--- src/rtl/bin2bcd_module.sv ---
// Sequential binary-to-BCD converter (double-dabble, one bit per clock).
// The displayed value and the overflow flag update only when a conversion
// completes, so the downstream display never shows a partial result.
module bin2bcd_module #(
  parameter int unsigned BIN_W  = 20,
  parameter int unsigned DIGITS = 6
) (
  input  logic                  CLK,
  input  logic                  RST,
  input  logic                  start_sig,
  input  logic [BIN_W-1:0]      bin_data,
  output logic                  busy_sig,
  output logic                  done_sig,
  output logic [4*DIGITS-1:0]   number_sig,
  output logic                  ovf_sig
);

  localparam int unsigned BcdW   = 4 * DIGITS;
  localparam int unsigned SrW    = BcdW + BIN_W;
  localparam int unsigned CntW   = $clog2(BIN_W + 1);
  localparam int unsigned MaxVal = 10 ** DIGITS - 1;
  localparam logic [CntW-1:0] LastStep = CntW'(BIN_W - 1);
  localparam logic [BcdW-1:0] SatVal   = {DIGITS{4'h9}};

  typedef enum logic [0:0] {StIdle, StConv} state_e;

  state_e          state_q;
  // {BCD accumulator, operand} held as one shift register
  logic [SrW-1:0]  sr_q;
  logic [SrW-1:0]  sr_adj;
  logic [SrW-1:0]  sr_d;
  logic [CntW-1:0] cnt_q;
  logic            ovf_pend_q;
  logic            ovf_d;
  logic            busy_q;
  logic            done_q;
  logic [BcdW-1:0] number_q;
  logic            ovf_q;

  // Add-3 correction on every accumulator digit, then shift the whole register left by one
  always_comb begin
    sr_adj = sr_q;
    for (int i = 0; i < int'(DIGITS); i++) begin
      if (sr_q[BIN_W + 4*i +: 4] >= 4'd5) begin
        sr_adj[BIN_W + 4*i +: 4] = sr_q[BIN_W + 4*i +: 4] + 4'd3;
      end
    end
    sr_d  = sr_adj << 1;
    ovf_d = (32'(bin_data) > MaxVal);
  end

  // Control FSM with registered outputs
  always_ff @(posedge CLK or posedge RST) begin
    if (RST) begin
      state_q    <= StIdle;
      sr_q       <= '0;
      cnt_q      <= '0;
      ovf_pend_q <= 1'b0;
      busy_q     <= 1'b0;
      done_q     <= 1'b0;
      number_q   <= '0;
      ovf_q      <= 1'b0;
    end else begin
      done_q <= 1'b0;
      unique case (state_q)
        StIdle: begin
          if (start_sig) begin
            sr_q       <= {{BcdW{1'b0}}, bin_data};
            cnt_q      <= '0;
            ovf_pend_q <= ovf_d;
            busy_q     <= 1'b1;
            state_q    <= StConv;
          end
        end
        StConv: begin
          sr_q  <= sr_d;
          cnt_q <= cnt_q + 1'b1;
          if (cnt_q == LastStep) begin
            // Out-of-range operands saturate; the accumulator is not meaningful for them
            if (ovf_pend_q) begin
              number_q <= SatVal;
              ovf_q    <= 1'b1;
            end else begin
              number_q <= sr_d[SrW-1 -: BcdW];
              ovf_q    <= 1'b0;
            end
            done_q  <= 1'b1;
            busy_q  <= 1'b0;
            state_q <= StIdle;
          end
        end
        default: state_q <= StIdle;
      endcase
    end
  end

  assign busy_sig   = busy_q;
  assign done_sig   = done_q;
  assign number_sig = number_q;
  assign ovf_sig    = ovf_q;

endmodule
--- config.mk ---
export PLATFORM = sky130hd
export DESIGN_NAME = bin2bcd_module
export DESIGN_NICKNAME = d
export VERILOG_FILES = /design/src/rtl/bin2bcd_module.sv
export SDC_FILE = /design/constraint.sdc
export NUM_CORES = 1
export LEC_CHECK = 0
export ABC_AREA = 0
export CAP_MARGIN = 10
export CORE_AREA = 2 2 107 109
export CTS_CLUSTER_SIZE = 24
export DETAILED_ROUTE_END_ITERATION = 16
export DIE_AREA = 0 0 109 111
export GPL_ROUTABILITY_DRIVEN = 0
export PLACE_DENSITY = 0.58
export SLEW_MARGIN = 20
export SYNTH_ARGS = -nofsm -noshare
export SYNTH_HDL_FRONTEND = slang
export SYNTH_SLANG_ARGS = --single-unit
--- constraint.sdc ---
create_clock -name CLK -period 7.1 [get_ports CLK]
set_input_delay 1.42 -clock CLK [delete_from_list [all_inputs] [get_ports CLK]]
set_output_delay 1.42 -clock CLK [all_outputs]
set_load 0.05 [all_outputs]
; Word-level counts from Yosys, hierarchy flattened
; Cells that the tools add are included.
[op_classes]
addsub = 7
n_lt_le_gt_ge = 7
eq_ne = 3
muxes = 20
n_bitwise = 1
n_reduce_logical = 3
[ops]
columns = operator, n
row1 = one-hot mux 44 bit (2 select lines), 1
row2 = 2-to-1 mux 44 bit, 1
row3 = ">= comparator 4 x 3 -> 1 bit, second input constant", 6
row4 = 2-to-1 mux 24 bit, 1
row5 = "adder 4 x 2 -> 4 bit, second input constant", 5
row6 = "greater-than comparator 20 bit, second input constant", 1
row7 = 2-to-1 mux 4 bit, 5
row8 = one-hot mux 5 bit (2 select lines), 1
row9 = 2-to-1 mux 1 bit, 7
row10 = AND reduction 2 bit, 3
row11 = "adder 5 x 1 -> 5 bit, second input constant", 1
row12 = "equality test 5 bit, second input constant", 1
row13 = 2-to-1 mux 5 bit, 1
row14 = one-hot mux 1 bit (2 select lines), 2
row15 = "adder 3 x 2 -> 3 bit, second input constant", 1
row16 = 2-to-1 mux 3 bit, 1
row17 = "!= test 2 x 1 -> 1 bit, second input constant", 1
row18 = "!= test 2 bit, second input constant", 1
row19 = NOT 1 bit, 1
[word_totals]
reg_bits = 78
inputBits = 23
word_cells = 49

; Depth between registers and ports, before layout
[logic_depth]
depth_word = 3
mapped_depth = 8

; Least setup slack after synthesis
; No wires, ideal clock.
[synth_timing]
path_type = input to register
from = input port start_sig
to = register sr_q[10]
setup_time_ps = 133
arrival_ps = 2173
required_time_ps = 6967
path_slack_ps = 4794
path_stages = 4
n_path_buf = 2
path_cell_list = clkbuf_1 buf_2 mux2i_1 o21ai_0
[synth_between]
elab_chain_cells = 1
[synth_lines]
columns = element, line
row1 = start: declaration, 10  ; input logic start_sig,
row2 = != test 2 bit (no line), n/a
row3 = end signal: assignment, 68  ; sr_q <= {{BcdW{1'b0}}, bin_data};
row4 = end signal: assignment, 76  ; sr_q <= sr_d;
row5 = end: declaration, 29  ; logic [SrW-1:0] sr_q;
; No other way between the ends.
; A chain may end at the register's enable or synchronous reset.

; Final worst setup path
[layout_timing]
from = register number_q[0] (netlist: number_sig[0])
to = output port number_sig[0]
[layout_lines]
columns = element, line
row1 = start: declaration, 37  ; logic [BcdW-1:0] number_q;
row2 = start signal: assignment, 81  ; number_q <= SatVal;
row3 = start signal: assignment, 84  ; number_q <= sr_d[SrW-1 -: BcdW];
row4 = end: declaration, 14  ; output logic [4*DIGITS-1:0] number_sig,
; No word-level cell between the ends.

==> results.py <==
metrics = {
    "synthesis": {
        "synth-edff-count": 0,
        "avgSynthCellArea_um2": 10.4,
        "synth_top_area_frac": 0.516,
        "async_reset_ff_frac": 1.00,
        "synth_fp_nets": 400,
        "yosysUniqueCellTypes": 33,
        "ys_warn_count": 0,
        "synthTopCellsByArea": "dfrtp_1, mux2i_1, ha_1",
        "syn_inst": 364,
        "ys_seq_elements": 78,
        "synth-seq-area-share": 0.516,
        "ys.flop_type": "dfrtp_1",
        "synth_area_um2": 3780,
        "yosys.area.top_type": "dfrtp_1",
    },
    "sta": {
        "tightest_slew_ps": 993,
        "clock-skew-final_ps": 9.00,
        "min_period_over_period": 0.417,
        "fmax_mhz": 338,
        "fin_crit_ps": 2960,
        "slew_viol_final": 0,
        "holdWs_ps": 477,
        "hold_viol_final": 0,
        "slew_headroom": 0.338,
        "setup_viol": 0,
        "setup_tns_ps": 0,
        "rsz0062_at_grt": "no",
    },
    "worst_setup_path": {
        "arrival_ps": 1540,
        "cp-end-kind": "primary output",
        "cp_max_fo": 2,
        "path_buf_inv": 1,
        "rr_startpoint": "cnt_q[0]",
        "startpoint": "number_sig[0]",
        "path_cells": "clkdlybuf4s50_1",
        "path_class": "flip-flop to primary output",
        "path_delay_family": "buffers and inverters",
        "crit_required_ps": 5680,
        "cp-start-kind": "flip-flop",
        "max_stage_delay_ps": 830,
        "cp_slowest_cell": "clkdlybuf4s50_1",
    },
    "drt": {
        "totalWireLength_um": 7890,
        "dr.pass1.iters": 4,
        "num_vias": 2774,
        "initialDrtViolationCount": 118,
        "via_per_inst": 5.02,
        "avgRoutedWirePerCell_um": 14.3,
        "drc": 0,
        "antenna_left": 0,
    },
    "placement": {
        "hpwl_um": 5000,
        "numPortBuffers": 49,
    },
    "layout": {
        "fill_cells": 1084,
        "diodes": 0,
        "nets": 441,
        "syn_to_final_growth_pct": 23.5,
        "drive_gt1_frac": 0.0634,
    },
    "clock_tree": {
        "numCtsBuffers": 9,
        "cts_setup_buffers": 0,
        "cts_buffer_depth": 2,
        "cts_tree": "done",
        "clockRootBuffer": "clkbuf_16",
        "postCtsHoldBufs": 0,
        "path_clk_slew_ps": 60,
        "cts_htree_levels": 3,
        "clk_latency_ps": 340,
        "cts_resized": 0,
        "clkSinkCount": 78,
    },
    "min_path": {
        "min_from": "ovf_sig",
        "hold_class": "flip-flop to flip-flop",
    },
    "global_routing": {
        "grt_max_degree": 88,
        "grt.overflow.total": 0,
        "grt_pass1_wl_um": 13000,
        "grt_pass1_vias": 2677,
        "grt_usage": 0.137,
        "antenna_found_initial": 0,
    },
    "floorplanning": {
        "die-width_um": 109,
        "die_y_um": 111,
        "die_area_um2": 12100,
        "rows": 39,
        "coreArea_um2": 11100,
        "initial_core_util": 0.341,
        "io_pins": 50,
    },
    "power_and_ir_drop": {
        "p_clk_frac": 0.209,
        "powerDensity_nw_per_um2": 516,
        "comb_power_share": 0.459,
        "ir_drop_v": 0.000212,
        "power_switching_mw": 1.00,
        "power_mw": 2.41,
        "pwr-share-seq": 0.333,
        "p_int_mw": 1.41,
        "swShare": 0.416,
        "power_leakage_nw": 2.14,
    },
    "job": {
        "drv_cap": 0,
    },
    "run_status": {
        "status": "finished clean",
    },
}
## layout make-up
type                    count  area, µm²  area share
flip-flops and latches     78       1950       0.418
multi-input cells         248       1640       0.352
repair buffers             51        500       0.107
clock buffers               9        225      0.0482
well taps                 143        179      0.0383
clock inverters             7        104      0.0222
inverters                  17       65.1      0.0139
## Yosys cell counts (all sizes together), types with 2 or more instances
library cell / count
nor3b: 12
dfrtp: 78
a31oi: 4
a22o: 17
nor3: 7
nor2: 22
clkbuf: 11
mux2i: 31
nand2: 41
a21o: 9
o21ai: 30
inv: 17
ha: 13
a2111oi: 2
buf: 10
nand3: 5
xnor2: 7
a21oi: 28
nand2b: 10
## worst paths after layout
check / depth (start not counted) / slack (ps) / end
min in group asynchronous: 3 / 1690 / sr_q[3]
hold / removal: 2 / 480 / ovf_sig
setup / recovery: 1 / 4140 / number_sig[0]
setup reg to reg: 6 / 4870 / number_sig[11]
max in group asynchronous: 3 / 4710 / state_q
hold reg to reg: 2 / 480 / ovf_sig
## metal layers
layer | vias up | global-route usage | share of wire
met3 | 9 | 0.0341 | 0.038
met1 | 1348 | 0.187 | 0.49
li1 | 1360 | - | -
met2 | 57 | 0.212 | 0.46
met5 | - | 0 | 0
met4 | 0 | 0.0436 | 0.011
## tightest hold or removal path, delay by kind of cell (launching register included)
kind	cells	cell delay, ps
and+or+nand+nor	2	100
DFF	1	340
## cell families after synthesis
family                     count (synthesis)  share of synthesized area
DFF                                       78                      0.516
adders and majority gates                 13                     0.0430
buffers and inverters                     38                     0.0490
AOI/OAI and AO/OA                         95                      0.160
and+or+nand+nor                          100                      0.128
muxes                                     32                     0.0851
xor gates and xnor gates                   8                     0.0185
## flip-flops by register name, indices dropped and copies added (netlist names)
| name | flops |
|---|---|
| busy_sig | 1 |
| sr_q | 44 |
| ovf_sig | 1 |
| state_q | 1 |
| done_sig | 1 |
| cnt_q | 5 |
| number_sig | 24 |
| ovf_pend_q | 1 |
## stage by stage
stage | instances | setup WS, ps | util | instance area (µm²)
floorplan | 364 | 3680 | - | 3780
global placement | 537 | 4070 | 0.392 | 4340
detailed placement | 537 | 4020 | 0.392 | 4340
CTS | 553 | 4140 | 0.422 | 4670
global route | 553 | 4090 | 0.422 | 4670
finish | 553 | 4140 | 0.422 | 4670
## power by group through the flow
| stage | registers, mW | logic [mW] | clock network (mW) |
|---|---|---|---|
| global route | 0.832 | 1.22 | 0.535 |
| floorplan | 1.01 | 0.601 | 0 |
| finish | 0.801 | 1.10 | 0.503 |
| detailed placement | 0.806 | 1.11 | 0 |
| CTS | 0.801 | 1.11 | 0.515 |
| global placement | 0.800 | 1.09 | 0 |
## layout by cell type, fill, tap and decap left out, drive strengths merged, types with 2 or more instances in the layout
cell	count
a2111oi	2
inv	18
nand3	5
nor3	7
bufinv	2
a21o	9
nand2b	10
dfrtp	78
buf	3
a31oi	4
o21ai	30
a21oi	28
nand2	41
ha	13
clkdlybuf4s50	48
xnor2	7
clkbuf	9
nor2	22
a22o	17
mux2i	31
nor3b	12
clkinv	4
Power figures use the tool's default switching activity.
